[config.mk]
export PLATFORM = sky130hd
export DESIGN_NAME = io_bridge
export DESIGN_NICKNAME = d
export VERILOG_FILES = /design/src/rtl/io_bridge_pkg.sv /design/src/rtl/io_fifo.sv /design/src/rtl/io_bridge.sv
export SDC_FILE = /design/constraint.sdc
export NUM_CORES = 1
export LEC_CHECK = 0
export BUFFER_PORTS_ARGS = -buffer_cell sky130_fd_sc_hd__buf_4
export CORE_ASPECT_RATIO = 0.8
export CORE_UTILIZATION = 40
export DETAILED_ROUTE_END_ITERATION = 10
export GPL_TIMING_DRIVEN = 0
export PLACE_DENSITY = 0.71
export REMOVE_ABC_BUFFERS = 1
export SYNTH_ARGS = -nofsm -noshare
export SYNTH_HDL_FRONTEND = slang
export SYNTH_SLANG_ARGS = --single-unit
[constraint.sdc]
create_clock -name clk -period 5.83 [get_ports clk]
set_clock_uncertainty 0.15 [all_clocks]
set_input_delay 0.583 -clock clk [delete_from_list [all_inputs] [get_ports clk]]
set_output_delay 0.583 -clock clk [all_outputs]
set_load 0.05 [all_outputs]
[src/rtl/io_bridge_pkg.sv]
// Shared defaults for the processor I/O bridge: data width, FIFO depth and
// the pointer width that follows from the depth.
package io_bridge_pkg;

  localparam int IO_WIDTH = 16;
  localparam int IO_DEPTH = 4;

  function automatic int ptr_bits(input int depth);
    return $clog2(depth);
  endfunction

  localparam int IO_PTR_W = ptr_bits(IO_DEPTH);

endpackage

[src/rtl/io_fifo.sv]
// Synchronous FIFO with a masked head output: the head reads as zero when
// the FIFO is empty, so consumers never see stale storage.
module io_fifo
  import io_bridge_pkg::*;
#(
  parameter int WIDTH = IO_WIDTH,
  parameter int DEPTH = IO_DEPTH
) (
  input  logic             clk,
  input  logic             reset,
  input  logic             push,
  input  logic             pop,
  input  logic [WIDTH-1:0] din,
  output logic             full,
  output logic             empty,
  output logic [WIDTH-1:0] head
);

  localparam int PW = (DEPTH == IO_DEPTH) ? IO_PTR_W : ptr_bits(DEPTH);

  logic [WIDTH-1:0] mem [DEPTH];
  logic [PW-1:0]    wr_ptr;
  logic [PW-1:0]    rd_ptr;
  logic [PW:0]      count;
  logic             push_acc;
  logic             pop_acc;

  assign full  = (count == (PW+1)'(DEPTH));
  assign empty = (count == '0);

  // A push into a full FIFO is still accepted when the head leaves this cycle.
  assign pop_acc  = pop && !empty;
  assign push_acc = push && (!full || pop_acc);

  always_ff @(posedge clk) begin
    if (!reset) begin
      wr_ptr <= '0;
      rd_ptr <= '0;
      count  <= '0;
    end else begin
      if (push_acc) wr_ptr <= wr_ptr + 1'b1;
      if (pop_acc)  rd_ptr <= rd_ptr + 1'b1;
      case ({push_acc, pop_acc})
        2'b10:   count <= count + 1'b1;
        2'b01:   count <= count - 1'b1;
        default: count <= count;
      endcase
    end
  end

  // Storage needs no reset; the empty mask hides anything left behind.
  always_ff @(posedge clk) begin
    if (reset && push_acc) mem[wr_ptr] <= din;
  end

  assign head = empty ? '0 : mem[rd_ptr];

endmodule

[src/rtl/io_bridge.sv]
// Bridges the processor's word-wide I/O port to valid/ready streams, with a
// FIFO in each direction and sticky overflow/underflow flags.
module io_bridge
  import io_bridge_pkg::*;
#(
  parameter int WIDTH = IO_WIDTH,
  parameter int DEPTH = IO_DEPTH
) (
  input  logic             clk,
  input  logic             reset,
  input  logic [WIDTH-1:0] cpu_out,
  input  logic             cpu_out_we,
  output logic [WIDTH-1:0] cpu_in,
  input  logic             cpu_in_re,
  output logic             cpu_in_avail,
  output logic             cpu_out_full,
  output logic [WIDTH-1:0] ext_out_data,
  output logic             ext_out_valid,
  input  logic             ext_out_ready,
  input  logic [WIDTH-1:0] ext_in_data,
  input  logic             ext_in_valid,
  output logic             ext_in_ready,
  output logic             ovf,
  output logic             udf
);

  logic out_full;
  logic out_empty;
  logic out_pop;
  logic in_full;
  logic in_empty;
  logic in_push;

  assign out_pop = ext_out_valid && ext_out_ready;

  io_fifo #(.WIDTH(WIDTH), .DEPTH(DEPTH)) u_out_fifo (
    .clk   (clk),
    .reset (reset),
    .push  (cpu_out_we),
    .pop   (out_pop),
    .din   (cpu_out),
    .full  (out_full),
    .empty (out_empty),
    .head  (ext_out_data)
  );

  assign ext_out_valid = !out_empty;
  assign cpu_out_full  = out_full;

  // Inbound acceptance is gated on ready alone so the producer never sees a
  // handshake that depends on what the processor does this cycle.
  assign ext_in_ready = !in_full;
  assign in_push      = ext_in_valid && ext_in_ready;

  io_fifo #(.WIDTH(WIDTH), .DEPTH(DEPTH)) u_in_fifo (
    .clk   (clk),
    .reset (reset),
    .push  (in_push),
    .pop   (cpu_in_re),
    .din   (ext_in_data),
    .full  (in_full),
    .empty (in_empty),
    .head  (cpu_in)
  );

  assign cpu_in_avail = !in_empty;

  always_ff @(posedge clk) begin
    if (!reset) begin
      ovf <= 1'b0;
      udf <= 1'b0;
    end else begin
      if (cpu_out_we && out_full && !out_pop) ovf <= 1'b1;
      if (cpu_in_re && in_empty)              udf <= 1'b1;
    end
  end

endmodule

Word level (Yosys, flattened, before mapping)
Memories as Yosys holds them, arrays and structs flattened. A register that Yosys moved wholly into a read port is not among the register bits.
Index checks and enable logic that the tools add are counted.
{"block": "op_classes", "n_addsub": 8, "n_mul": 0, "div_mod_pow": 0, "order_cmp": 0, "n_eq_ne": 6, "shift": 0, "mux": 12, "n_bitwise": 0, "n_reduce_logical": 22}
{"op": "2-to-1 mux 16 bit", "count": 2}
{"op": "one-hot mux 3 bit (2 select lines)", "count": 2}
{"op": "logical AND 1 bit", "count": 11}
{"op": "adder 2 x 1 -> 2 bit (second input constant)", "count": 4}
{"op": "2-to-1 mux 2 bit", "count": 4}
{"op": "adder 3 x 1 -> 3 bit (second input constant)", "count": 2}
{"op": "== test 3 bit (second input constant)", "count": 2}
{"op": "zero test 3 bit", "count": 2}
{"op": "subtractor 3 x 1 -> 3 bit (second input constant)", "count": 2}
{"op": "zero test 1 bit", "count": 5}
{"op": "== test 2 x 1 -> 1 bit (second input constant)", "count": 2}
{"op": "== test 2 bit (second input constant)", "count": 2}
{"op": "2-to-1 mux 1 bit", "count": 4}
{"op": "nonzero test 2 bit", "count": 2}
{"op": "logical OR 1 bit", "count": 2}
{"block": "word_totals", "reg_bits": 16, "latch_bits": 0, "ramBits": 128, "rom_bits": 0, "input_bits": 38, "out_inout_bits": 38, "wordCells": 58, "memories": 2}
{"memory": "u_in_fifo.mem", "words": 4, "word_bits": 16, "read_ports": 1, "rd_ports_with_merged_regs": 1, "wr": 1, "line_no": "io_fifo.sv:21", "text": "logic [WIDTH-1:0] mem [DEPTH];"}
{"memory": "u_out_fifo.mem", "words": 4, "word_bits": 16, "read_ports": 1, "rd_ports_with_merged_regs": 1, "wr": 1, "line_no": "io_fifo.sv:21"}

Logic depth before layout (Yosys ltp)
{"block": "logic_depth", "ltp_word": 9, "mapped_depth": 9, "mapped_depth_nobuf": 9}

Modules after synthesis
From an unflattened synthesis, not the netlist that was laid out.
{"block": "unflattened", "cells_unflattened": 324, "hier_area_um2": 6128.4}
{"mod": "io_fifo", "n_inst": 2, "cells_per_inst": 156, "area_each_um2": 3015.4, "seq_area_each_um2": 2102.0}
{"mod": "io_bridge", "n_inst": 1, "cells_per_inst": 12, "area_each_um2": 97.6, "seq_area_each_um2": 40.0}

Worst setup path before layout
OpenSTA, ideal clock, no wires.
{"block": "synth_timing", "path_kind": "flip-flop to flip-flop", "startpoint": "register u_out_fifo.count[0]", "endpoint": "register u_out_fifo.count[2]", "setup_time_ns": 0.070, "t_arrival_ns": 2.547, "required_ns": 5.610, "path_slack_ns": 3.063, "path_stages_with_launch": 10, "path_buffers": 0, "period_less_slack_ns": 2.767, "cell_sequence": "dfxtp_1 > nor3b_2 > a21boi_2 > inv_1 > ha_1 > inv_1 > fa_1 > xor2_1 > or3_1 > a21boi_1"}
{"block": "synth_between", "elab_cells_between_ends": 14, "cone_classes": "2 x add/sub; 3 x eq/ne; 1 x mux; 8 x reduce/logical"}
{"item": "start, declared", "line_no": "io_fifo.sv:24", "text": "logic [PW:0] count;"}
{"item": "start signal, assigned", "line_no": "io_fifo.sv:44", "text": "2'b10: count <= count + 1'b1;"}
{"item": "start signal, assigned", "line_no": "io_fifo.sv:45", "text": "2'b01: count <= count - 1'b1;"}
{"item": "start signal, assigned", "line_no": "io_fifo.sv:46", "text": "default: count <= count;"}
{"item": "== test 3 bit (*)", "line_no": "io_fifo.sv:28", "text": "assign full = (count == (PW+1)'(DEPTH));"}
{"item": "net cpu_out_full", "line_no": "io_bridge.sv:16", "text": "output logic cpu_out_full,"}
{"item": "zero test 1 bit (*)", "line_no": "io_fifo.sv:33", "text": "assign push_acc = push && (!full || pop_acc);"}
{"item": "logical OR 1 bit (*)", "line_no": "io_fifo.sv:33"}
{"item": "logical AND 1 bit (*)", "line_no": "io_fifo.sv:33"}
{"item": "== test 2 x 1 -> 1 bit or == test 2 bit (tied branches)", "line_no": "io_fifo.sv:43", "text": "case ({push_acc, pop_acc})"}
{"item": "one-hot mux 3 bit (2 select lines) or nonzero test 2 bit (tied branches)"}
The timed path passes the listed nets; every way through them passes the cells marked *.
A chain may end at the register's enable or synchronous reset.

==> flow_summary.toml <==
[logic_synthesis]
synth_ff_type = "edfxtp_1"
yosysWarnings = 0
yosysTopAreaCell = "edfxtp_1"
yosysTopAreaCellShare = 0.632
synthAdderAreaFrac = 0.0272
synth_edf_count = 128
ys_top_cells_by_area = "edfxtp_1, mux4_2, dfxtp_1"
yosysSeqAreaShare = 0.698
synth.distinct_cells = 33
syn_inst = 321
ys_ff_latch = 148
synth-simple-area-share = 0.0957
synth_xor_area_frac = 0.00576
synth_top_family_by_area = "multiplexers"
synth_compound_area_frac = 0.0187
synth.avg_cell_area_sq_um = 18.9
synth.area.mux_share = 0.125
synth_area_sq_um = 6080
synthArstFlopShare = 0

[worst_hold_path]
hold_path.class = "in2reg"

[route]
route.met2.wl_um = 5340
wl_per_cell_um = 17.3
top_layer_used = "met4"
wl_met3_um = 450
wl_um = 10400
dr.pass1.iters = 4
vias_per_cell = 5.01
drt-met1-wl_um = 4480
drtIter0Drc = 192
vias = 3010
antenna_left = 0
route.detailed.drc = 0

[worst_setup_path]
cpPeakStageDelay_ps = 1060
critPathMaxFanout = 16
path_buf_inv = 1
cp.required_ps = 5100
path_class = "reg2out"
cp_top_family = "flip-flops"
cp.arrival_ps = 2460
critPathLaunchType = "flop"
end_kind = "output pin"
cp_slowest_cell = "dfxtp_1"
path_cells = "mux4_2, nor2b_1, buf_4"

[placement]
gp_congestion = 0.667
dp_hpwl_um = 6740
dp_slack_ps = 2970
placedCellCount = 569
port_buffers = 75

[finish]
utilization = 0.506
final_cell_mix = "edfxtp_1, buf_4, mux4_2"
drive_gt1_frac = 0.393
fin_cells = 601
antenna-diode-count = 0
nets = 454
fillers = 1168
final_common_cell = "edfxtp_1"
area_growth_pct = 21.1

[power]
p_per_area_nw_per_um2 = 530
power_mw = 3.91
p_leak_nw = 2.63
peakVddDrop_v = 0.000186

[grt]
antenna_found_initial = 0
grt_max_degree = 31
grt-ovfl-total = 0
grt_pass1_wl_um = 16700
grt_pass1_vias = 3203
grt_use_total = 0.144

[clock_tree]
clockRootBuffer = "clkbuf_16"
clk_latency_ps = 410
htree_levels = 4
cts_buffer_depth = 2
cts_sinks = 148
cts_setup_buffers = 0
cts_tree = "done"
cts-resized-gates = 0
cts.clk_slew.worst_paths_ps = 60
cts_buffers = 17
hold_buffers = 0

[timing]
period_share = 0.547
max_freq_mhz = 314
fin_tns_setup_ps = 0
slew_violations = 0
setup_violations = 0
setup_slack_ps = 2640
worst_slew_pin_slew_ps = 1130
hold_viol = 0
rsz0062_at_grt = "false"
relSlewSlack = 0.245
fin_crit_ps = 3190

[floorplanning]
coreArea_sq_um = 14500
die_w_um = 140
dieArea_sq_um = 15700
io_pins = 76
die_h_um = 112
initial_utilization = 0.418
fp-row-count = 39

[outcome]
outcome = "complete, no violations"

[job]
max-cap-violations = 0
kinds of logic (layout without fill, tap and decap cells):
logic type                 Yosys count  after routing
DFF                                148            148
and+or+nand+nor                     73             73
muxes                               36             36
buffers and inverters               30            126
AOI/OAI and AO/OA                   18             18
adders and majority gates           12             12
xor gates and xnor gates             4              4
per-stage QoR:
stage | hold WS [ps] | cell area [sq um]
global placement | 319 | 6750
detailed placement | 333 | 6810
global route | 199 | 7360
finish | 219 | 7360
floorplan | 311 | 5960
CTS | 201 | 7360
state kept, by name (all words and copies together) (netlist names), 2 cells and up, named ones only:
| name | flops |
|---|---|
| u_in_fifo.count | 3 |
| u_out_fifo.count | 3 |
| u_in_fifo.rd_ptr | 2 |
| u_in_fifo.wr_ptr | 2 |
| u_out_fifo.wr_ptr | 2 |
| u_out_fifo.mem | 64 |
| u_in_fifo.mem | 64 |
| u_out_fifo.rd_ptr | 2 |
metal layers:
| metal | vias to the layer above | GRT usage |
|---|---|---|
| li1 | 1391 | - |
| met1 | 1550 | 0.184 |
| met2 | 59 | 0.230 |
| met3 | 10 | 0.0444 |
| met4 | 0 | 0.0593 |
| met5 | - | 0 |
worst reg2reg max path, cell delays in order (launching register included):
cell     delay (ps)
dfxtp_1         360
nor3_2          750
nor2_1          160
ha_1            280
inv_1            80
fa_1            410
o21ai_0         210
and2_1          150
cells in the mapped netlist (4+ instances only):
library cell  count
edfxtp_1        128
mux4_2           32
dfxtp_1          20
nor2b_4          20
nand2_1          15
nor2b_1          15
inv_1            14
ha_1             10
and3_1            8
buf_2             6
o21ai_0           6
a21boi_1          4
and2_1            4
mux2i_1           4
o21ai_1           4
or3_1             4
power breakdown:
part / switching (mW) / total [mW] / leakage (nW) / internal [mW]
sequential: 0.111 / 1.35 / 1.33 / 1.24
clock: 0.391 / 1.01 / 0.269 / 0.619
combinational: 0.953 / 1.55 / 1.04 / 0.595
total: 1.46 / 3.91 / 2.63 / 2.45
layout make-up:
class                      count  area (sq um)  share of cell area
tap                          184           230              0.0313
timing repair buffer          79           616              0.0836
inverter                      15          56.3             0.00765
sequential                   148          4240               0.576
multi-input combinational    143          1670               0.227
clock buffer                  19           433              0.0588
clock inverter                13           116              0.0158
worst paths after layout:
path | from | slack, ps | endpoint | cells past startpoint
worst max-delay path | flop | 2640 | ext_out_data[2] | 3
worst min register to register | u_out_fifo.rd_ptr[1]$_SDFFE_PN0P_ | 340 | u_out_fifo.rd_ptr[1]$_SDFFE_PN0P_ | 2
worst min-delay path | ext_in_data[15] | 220 | u_in_fifo.mem[2][15]$_DFFE_PP_ | 1
worst max register to register | u_out_fifo.count[0]$_SDFFE_PN0P_ | 3230 | u_out_fifo.count[1]$_SDFFE_PN0P_ | 7
(Power assumes the default switching activity.)
